### src/rtl/period_meter_pkg.sv
// rtl/period_meter_pkg.sv - shared types, mode codes and divider helper for period_meter
package period_meter_pkg;

  typedef enum logic {
    IDLE    = 1'b0,
    MEASURE = 1'b1
  } state_t;

  localparam logic MODE_PERIOD = 1'b0;
  localparam logic MODE_HIGH   = 1'b1;

  // Clocks per measurement tick; callers check exactness at elaboration.
  function automatic int calc_div(input int clk_hz, input int tick_hz);
    return clk_hz / tick_hz;
  endfunction

endpackage

### src/rtl/sync_edge_det.sv
// rtl/sync_edge_det.sv - multi-flop synchroniser with registered rise/fall pulses
module sync_edge_det #(
  parameter int SYNC_STAGES = 2
) (
  input  logic clock_FPGA,
  input  logic reset,
  input  logic sig_async,
  output logic level,
  output logic rise,
  output logic fall
);

  generate
    if (SYNC_STAGES < 2) begin : g_bad_stages
      $error("sync_edge_det: SYNC_STAGES must be at least 2");
    end
  endgenerate

  logic [SYNC_STAGES-1:0] sync_q;
  logic                   level_q;
  logic                   rise_q;
  logic                   fall_q;

  // Pulses are registered so they line up with the level they announce.
  always_ff @(posedge clock_FPGA) begin
    if (reset) begin
      sync_q  <= '0;
      level_q <= 1'b0;
      rise_q  <= 1'b0;
      fall_q  <= 1'b0;
    end else begin
      sync_q  <= {sync_q[SYNC_STAGES-2:0], sig_async};
      level_q <= sync_q[SYNC_STAGES-1];
      rise_q  <= sync_q[SYNC_STAGES-1] & ~level_q;
      fall_q  <= ~sync_q[SYNC_STAGES-1] & level_q;
    end
  end

  assign level = level_q;
  assign rise  = rise_q;
  assign fall  = fall_q;

endmodule

### src/rtl/period_meter.sv
// rtl/period_meter.sv - period / high-time meter in prescaled ticks with saturation and no-signal flags
module period_meter
  import period_meter_pkg::*;
#(
  parameter int CLK_FREQ_HZ = 50_000_000,
  parameter int TICK_HZ     = 1_000_000,
  parameter int WIDTH       = 12,
  parameter int SYNC_STAGES = 2
) (
  input  logic             clock_FPGA,
  input  logic             reset,
  input  logic             enable,
  input  logic             mode,
  input  logic             sig_in,
  output logic [WIDTH-1:0] period_out,
  output logic             period_valid,
  output logic             overflow,
  output logic             no_signal
);

  localparam int DIV = calc_div(CLK_FREQ_HZ, TICK_HZ);
  localparam int PW  = (DIV > 2) ? $clog2(DIV) : 1;
  localparam logic [WIDTH-1:0] MAXC = {WIDTH{1'b1}};
  localparam logic [PW-1:0]    PRESC_LAST = PW'(DIV - 1);

  generate
    if (((CLK_FREQ_HZ % TICK_HZ) != 0) || (DIV < 2)) begin : g_bad_div
      $error("period_meter: CLK_FREQ_HZ must be an exact multiple of TICK_HZ with DIV >= 2");
    end
  endgenerate

  logic sig_level;
  logic rise;
  logic fall;
  logic unused_level;

  sync_edge_det #(
    .SYNC_STAGES(SYNC_STAGES)
  ) u_sync (
    .clock_FPGA(clock_FPGA),
    .reset     (reset),
    .sig_async (sig_in),
    .level     (sig_level),
    .rise      (rise),
    .fall      (fall)
  );

  assign unused_level = sig_level;

  state_t           state;
  state_t           state_next;
  logic             mode_q;
  logic [PW-1:0]    prescaler;
  logic [WIDTH-1:0] count;
  logic             sat;

  logic             tick;
  logic [WIDTH-1:0] count_next;
  logic             sat_next;
  logic             start_meas;
  logic             capture;
  logic             clear_cnt;

  always_ff @(posedge clock_FPGA) begin
    if (reset) begin
      state <= IDLE;
    end else begin
      state <= state_next;
    end
  end

  always_comb begin
    state_next = state;
    if (!enable) begin
      state_next = IDLE;
    end else begin
      case (state)
        IDLE:    if (rise) state_next = MEASURE;
        MEASURE: if ((mode_q == MODE_HIGH) && fall) state_next = IDLE;
        default: state_next = IDLE;
      endcase
    end
  end

  // A period-mode closing rise both captures and starts the next measurement.
  always_comb begin
    start_meas = 1'b0;
    capture    = 1'b0;
    clear_cnt  = 1'b0;
    if (!enable) begin
      clear_cnt = 1'b1;
    end else begin
      case (state)
        IDLE: begin
          start_meas = rise;
        end
        MEASURE: begin
          if (mode_q == MODE_PERIOD) begin
            capture    = rise;
            start_meas = rise;
          end else begin
            capture   = fall;
            clear_cnt = fall;
          end
        end
        default: clear_cnt = 1'b1;
      endcase
    end
  end

  assign tick       = (prescaler == PRESC_LAST);
  assign count_next = (tick && (count != MAXC)) ? count + 1'b1 : count;
  assign sat_next   = sat | (tick && (count == MAXC));

  // The capture takes count_next so a tick landing on the closing edge is kept.
  always_ff @(posedge clock_FPGA) begin
    if (reset) begin
      mode_q       <= MODE_PERIOD;
      prescaler    <= '0;
      count        <= '0;
      sat          <= 1'b0;
      period_out   <= '0;
      period_valid <= 1'b0;
      overflow     <= 1'b0;
    end else begin
      period_valid <= capture;
      if (capture) begin
        period_out <= count_next;
        overflow   <= sat_next;
      end
      if (start_meas) begin
        mode_q <= mode;
      end
      if (start_meas || clear_cnt) begin
        prescaler <= '0;
        count     <= '0;
        sat       <= 1'b0;
      end else if (state == MEASURE) begin
        prescaler <= tick ? '0 : prescaler + 1'b1;
        count     <= count_next;
        sat       <= sat_next;
      end
    end
  end

  assign no_signal = (state == MEASURE) && (count == MAXC);

endmodule

### config.mk
export PLATFORM = sky130hd
export DESIGN_NAME = period_meter
export DESIGN_NICKNAME = d
export VERILOG_FILES = /design/src/rtl/period_meter_pkg.sv /design/src/rtl/sync_edge_det.sv /design/src/rtl/period_meter.sv
export SDC_FILE = /design/constraint.sdc
export NUM_CORES = 1
export LEC_CHECK = 0
export CAP_MARGIN = 20
export CORE_MARGIN = 3
export CORE_UTILIZATION = 58
export CTS_BUF_LIST = sky130_fd_sc_hd__clkbuf_8
export CTS_CLUSTER_SIZE = 14
export DETAILED_ROUTE_END_ITERATION = 10
export HOLD_SLACK_MARGIN = 0.12
export PLACE_DENSITY = 0.88
export SLEW_MARGIN = 30
export SYNTH_ARGS = -nofsm -noshare
export SYNTH_HDL_FRONTEND = slang
export SYNTH_HIERARCHICAL = 1
export SYNTH_SLANG_ARGS = --single-unit
### constraint.sdc
create_clock -name clock_FPGA -period 2.7 [get_ports clock_FPGA]
set_input_delay 0.27 -clock clock_FPGA [delete_from_list [all_inputs] [get_ports clock_FPGA]]
set_output_delay 0.27 -clock clock_FPGA [all_outputs]
set_load 0.01 [all_outputs]
After elaboration in Yosys (flattened, before gate mapping):

Index checks and enable logic that the tools add are counted.

* input bits: 5
* output and inout port bits: 15
* word-level logic and storage cells: 45
* flip-flop bits (word level): 40

* bitwise gates (word level): 7
* reduce and logical (&&, ||, !) cells: 7
* add/sub/neg operators: 2
* equal/unequal tests: 3
* muxes and demuxes: 14

Operator list (number)
* $add A12 B1 Y12 const B: 1
* $eq A12 B12 Y1 const B: 1
* $mux W12: 1
* $ne A12 B12 Y1 const B: 1
* $mux W1: 10
* $add A6 B1 Y6 const B: 1
* $eq A6 B6 Y1 const B: 1
* $mux W6: 1
* $logic_and A1 B1 Y1: 4
* $not A1 Y1: 4
* $pmux W1 S2: 2
* $reduce_or A2 Y1: 2
* $and A1 B1 Y1: 2
* $logic_or A1 B1 Y1: 1
* $or A1 B1 Y1: 1

Logic depth before layout (Yosys ltp):

* depth in word-level cells: 5
* gate-level depth with buffers: 7
* gate-level depth less buffers: 6

Modules after synthesis:

The synthesis kept the hierarchy.

Modules (own cells, without submodules)
* period_meter: seq. area each 700.7 um^2, times used 1, cells each 218, area an instance 1815.5 um^2
* sync_edge_det: seq. area each 100.1 um^2, times used 1, cells each 10, area an instance 133.9 um^2

Worst setup path before layout:

Ideal clock, no wire load.

* kind: register to register
* from: register prescaler[0]
* to: register period_out[11]
* clock period less this slack: 1.985 ns
* data arrival time: 1.894 ns
* stages on the path, launching flop included: 7
* required time: 2.609 ns
* slack: 0.715 ns
* buffers on the path: 1
* library setup time: 0.091 ns
* path through: dfxtp_1 -> ha_1 -> nand4bb_4 -> or4_1 -> buf_2 -> or3_1 -> a311oi_1

* cells in the longest elaborated chain, start to end: 3

Ends and longest elaborated chain
* from (decl): line period_meter.sv:53 `logic [PW-1:0] prescaler;`
* from (signal assigned): line period_meter.sv:139 `prescaler <= tick ? '0 : prescaler + 1'b1;`
* $eq A6 B6 Y1: line period_meter.sv:111 `assign tick = (prescaler == PRESC_LAST);`
* $logic_and A1 B1 Y1: line period_meter.sv:112 `assign count_next = (tick && (count != MAXC)) ? count + 1'b1 : count;`
* $mux W12: line period_meter.sv:112
* to (signal assigned): line period_meter.sv:128 `period_out <= count_next;`
* to (decl): line period_meter.sv:15 `output logic [WIDTH-1:0] period_out,`

No other way between the ends.
A chain may end at the register's enable or synchronous reset.

Worst setup path in the final report:

* from: register count[1]
* to: output no_signal

* cells in the longest elaborated chain, start to end: 2

Ends and longest elaborated chain
* from (decl): line period_meter.sv:54 `logic [WIDTH-1:0] count;`
* from (signal assigned): line period_meter.sv:140 `count <= count_next;`
* $eq A12 B12 Y1: line period_meter.sv:146 `assign no_signal = (state == MEASURE) && (count == MAXC);`
* $logic_and A1 B1 Y1: line period_meter.sv:146
* to (decl): line period_meter.sv:18 `output logic no_signal`

No other way between the ends.

==> impl_metrics.csv <==
group,metric,value,unit
sta,finalClockSkew,0.00287,ns
final_layout,final_cell_mix,"dfxtp_1, clkdlybuf4s50_1, nor2_1",
synthesis,synth_flop_cell,"dfxtp_1",
pwr,total_power,1.10,mW
cts,cts.repair.resized,0,
worst_hold_path,min_path_cells,1,
final_layout,n_antenna_cell,0,
synthesis,syn-num-nets,236,
sta,rsz0062_at_grt,"no",
placed_design,dp_hpwl,3130,um
cts,tritoncts,"built",
final_layout,area_delta_synth_final,18.1,%
synthesis,yosysWarnings,6,
sta,worst_pin_slew,0.578,ns
setup_path,cp_slowest_cell,"clkdlybuf4s50_1",
run,drv_cap,0,
drt,wirelength,4520,um
final_layout,final_common_cell,"dfxtp_1",
floorplan,coreArea,0.00313,sq mm
setup_path,path_cells,"ha_2, nand3_1, or3_1, nor2_1, clkdlybuf4s50_1",
global_route,met1_usage,33.8,%
final_layout,nNetsFinal,256,
cts,clock_latency,0.29,ns
final_layout,fill_cells,247,
global_route,grt_overflow,0,
synthesis,synth_edf_count,0,
worst_hold_path,min_to,"u_sync/rise",
synthesis,syn_area,0.00195,sq mm
drt,antenna_left,0,
outcome,outcome,"complete, no violations",
floorplan,die-area,0.00409,sq mm
sta,setup_viol,0,
pwr,peakVddDrop,0.000316,V
cts,cts_buffer_depth,2,
sta,fin_setup_tns,0,ns
cts,cts_hold_buf,0,
placed_design,globalplace.congestion,0.943,
setup_path,path_max_fanout,6,
drt,post_drt_via_cell_ratio,6.28,
worst_hold_path,hold_start,"u_sync/level",
setup_path,r2r_end,"period_out[11]",
cts,h-tree-depth,2,
setup_path,crit_path_end_kind,"output port",
sta,slew_viol_final,0,
cts,cts_buffers,5,
setup_path,slowest_delay,0.55,ns
floorplan,core.rowCount,20,
cts,cts.reportedPaths.clkPinSlew,0.07,ns
setup_path,critPathTopFamily,"simple AND/OR/NAND/NOR gates",
floorplan,die_w,64.0,um
sta,max_slew_margin,61.3,%
setup_path,cp_num_buf_inv,1,
setup_path,path_class,"flop to output port",
drt,routedWlPerCell,15.4,um
pwr,power.leakage,0.712,nW
final_layout,drive_gt1_share,9.64,%
synthesis,synth-seq-cells,40,
setup_path,regToRegSetupSlack,0.49,ns
drt,drc,0,
global_route,first_global_vias,1695,
sta,max_clock_freq,0.396,GHz
synthesis,synth_area_per_cell,8.55,sq um
cts,cts_sinks,40,
global_route,grtUsageMet3,4.92,%
synthesis,ys_async_sr_fraction,0,%
global_route,met2_usage,37.4,%
worst_hold_path,hold_class,"flop to flop",
global_route,grt_pass1_wl,7930,um
drt,drtIter0Drc,133,
synthesis,ys_types,46,
floorplan,initial_core_util,62.3,%
sta,finalCriticalPeriod,2.52,ns
global_route,grt_util_all_layers,24.4,%
pwr,power.density,476,mW/mm^2
setup_path,start_kind,"flop",
drt,routed-via-count,1839,
setup_path,r2r_start,"prescaler[0]",
synthesis,ys_seq_area_share,41.1,%
global_route,antenna_found_initial,0,
setup_path,critical_path_required,2.43,ns
synthesis,synth_cells,228,
sta,hold_viol,0,
floorplan,ios,20,
floorplan,die_y,64.0,um
cts,clockRootBuffer,"clkbuf_8",
global_route,busiest_layer,"met2",
global_route,grt_max_degree,15,
drt,first_pass_iters,5,
placed_design,port_buffers,19,
sta,fin_crit_sh,93.5,%
cts,cts_setup_buffers,0,
setup_path,critPathArrivalTime,2.25,ns
setup_path,r2r.worst_path.cells,5,
## final cells by class
cell class | instances | area (sq um) | area share [%]
Clock buffer | 5 | 68.8 | 2.99
Clock inverter | 3 | 38.8 | 1.68
Inverter | 9 | 33.8 | 1.47
Multi-Input combinational cell | 167 | 1070 | 46.5
Sequential cell | 40 | 801 | 34.8
Tap cell | 44 | 55.1 | 2.39
Timing Repair Buffer | 25 | 235 | 10.2
## where the power goes
group	leakage (nW)	internal, mW	switching (mW)	total (mW)
Combinational	0.330	0.0123	0.0164	0.0287
Clock	0.0593	0.270	0.202	0.472
Sequential	0.323	0.593	0.00277	0.595
Total	0.712	0.875	0.221	1.10
## synth_stat cells (2+ instances only)
| library cell | count | area (sq um) |
|---|---|---|
| a211o_1 | 2 | 17.5 |
| a211oi_1 | 3 | 22.5 |
| a21o_1 | 2 | 15.0 |
| a21oi_1 | 16 | 80.1 |
| a311oi_1 | 5 | 43.8 |
| a31oi_1 | 5 | 31.3 |
| and3_1 | 2 | 12.5 |
| clkbuf_1 | 10 | 37.5 |
| dfxtp_1 | 40 | 801 |
| ha_1 | 3 | 37.5 |
| inv_1 | 9 | 33.8 |
| mux2_2 | 2 | 22.5 |
| mux2i_1 | 2 | 20.0 |
| nand2_1 | 16 | 60.1 |
| nand2b_1 | 3 | 18.8 |
| nand3_1 | 9 | 45.0 |
| nand4_1 | 7 | 43.8 |
| nor2_1 | 18 | 67.6 |
| nor2b_1 | 3 | 18.8 |
| nor3_1 | 10 | 50.1 |
| nor3b_1 | 2 | 15.0 |
| nor4_1 | 6 | 37.5 |
| o21ai_0 | 9 | 45.0 |
| o311a_1 | 2 | 20.0 |
| o31ai_1 | 7 | 52.6 |
| or3_1 | 6 | 37.5 |
| or4_1 | 7 | 52.6 |
| xnor2_1 | 3 | 26.3 |
| xor2_1 | 2 | 17.5 |
## how the worst max path moves through the flow
stage	startpoint	endpoint	slack (ns)	cells past startpoint
finish	count[1]	no_signal	0.18	5
global route	count[0]	no_signal	0.03	5
CTS	count[0]	no_signal	0.17	5
detailed placement	count[0]	no_signal	0.50	5
global placement	count[0]	no_signal	0.51	5
floorplan	prescaler[0]	period_out[11]	0.72	6
## metal layers
layer / up-vias / part of all wire (%)
met5: - / 0
met1: 852 / 46
li1: 897 / -
met4: 0 / 1.8
met3: 12 / 6.9
met2: 78 / 46
## cells by family after synthesis
group | Yosys count | share of synthesized area [%]
muxes | 4 | 2.18
xor gates and xnor gates | 5 | 2.25
AOI/OAI and AO/OA | 56 | 19.2
and+or+nand+nor | 99 | 29.2
DFF | 40 | 41.1
adders and majority gates | 3 | 1.93
buffers and inverters | 21 | 4.17
## registers in the layout, indices dropped and copies added, names as in the netlist
| name | cells |
|---|---|
| u_sync/fall | 1 |
| sat | 1 |
| mode_q | 1 |
| period_out | 12 |
| u_sync/sync_q | 2 |
| state | 1 |
| u_sync/rise | 1 |
| count | 12 |
| period_valid | 1 |
| prescaler | 6 |
| overflow | 1 |
| u_sync/level | 1 |
## metrics by stage
stage	instances	worst slack, ns	area (sq um)	utilization [%]	hold WS (ns)
2_1_floorplan	228	0.715	1950	-	0.342
3_3_place_gp	285	0.514	2190	70.1	0.396
3_5_place_dp	285	0.500	2190	70.1	0.402
4_1_cts	293	0.166	2300	73.5	0.412
5_1_grt	293	0.0288	2300	73.6	0.421
6_report	293	0.176	2300	73.6	0.412
Power figures use the tool's default switching activity.
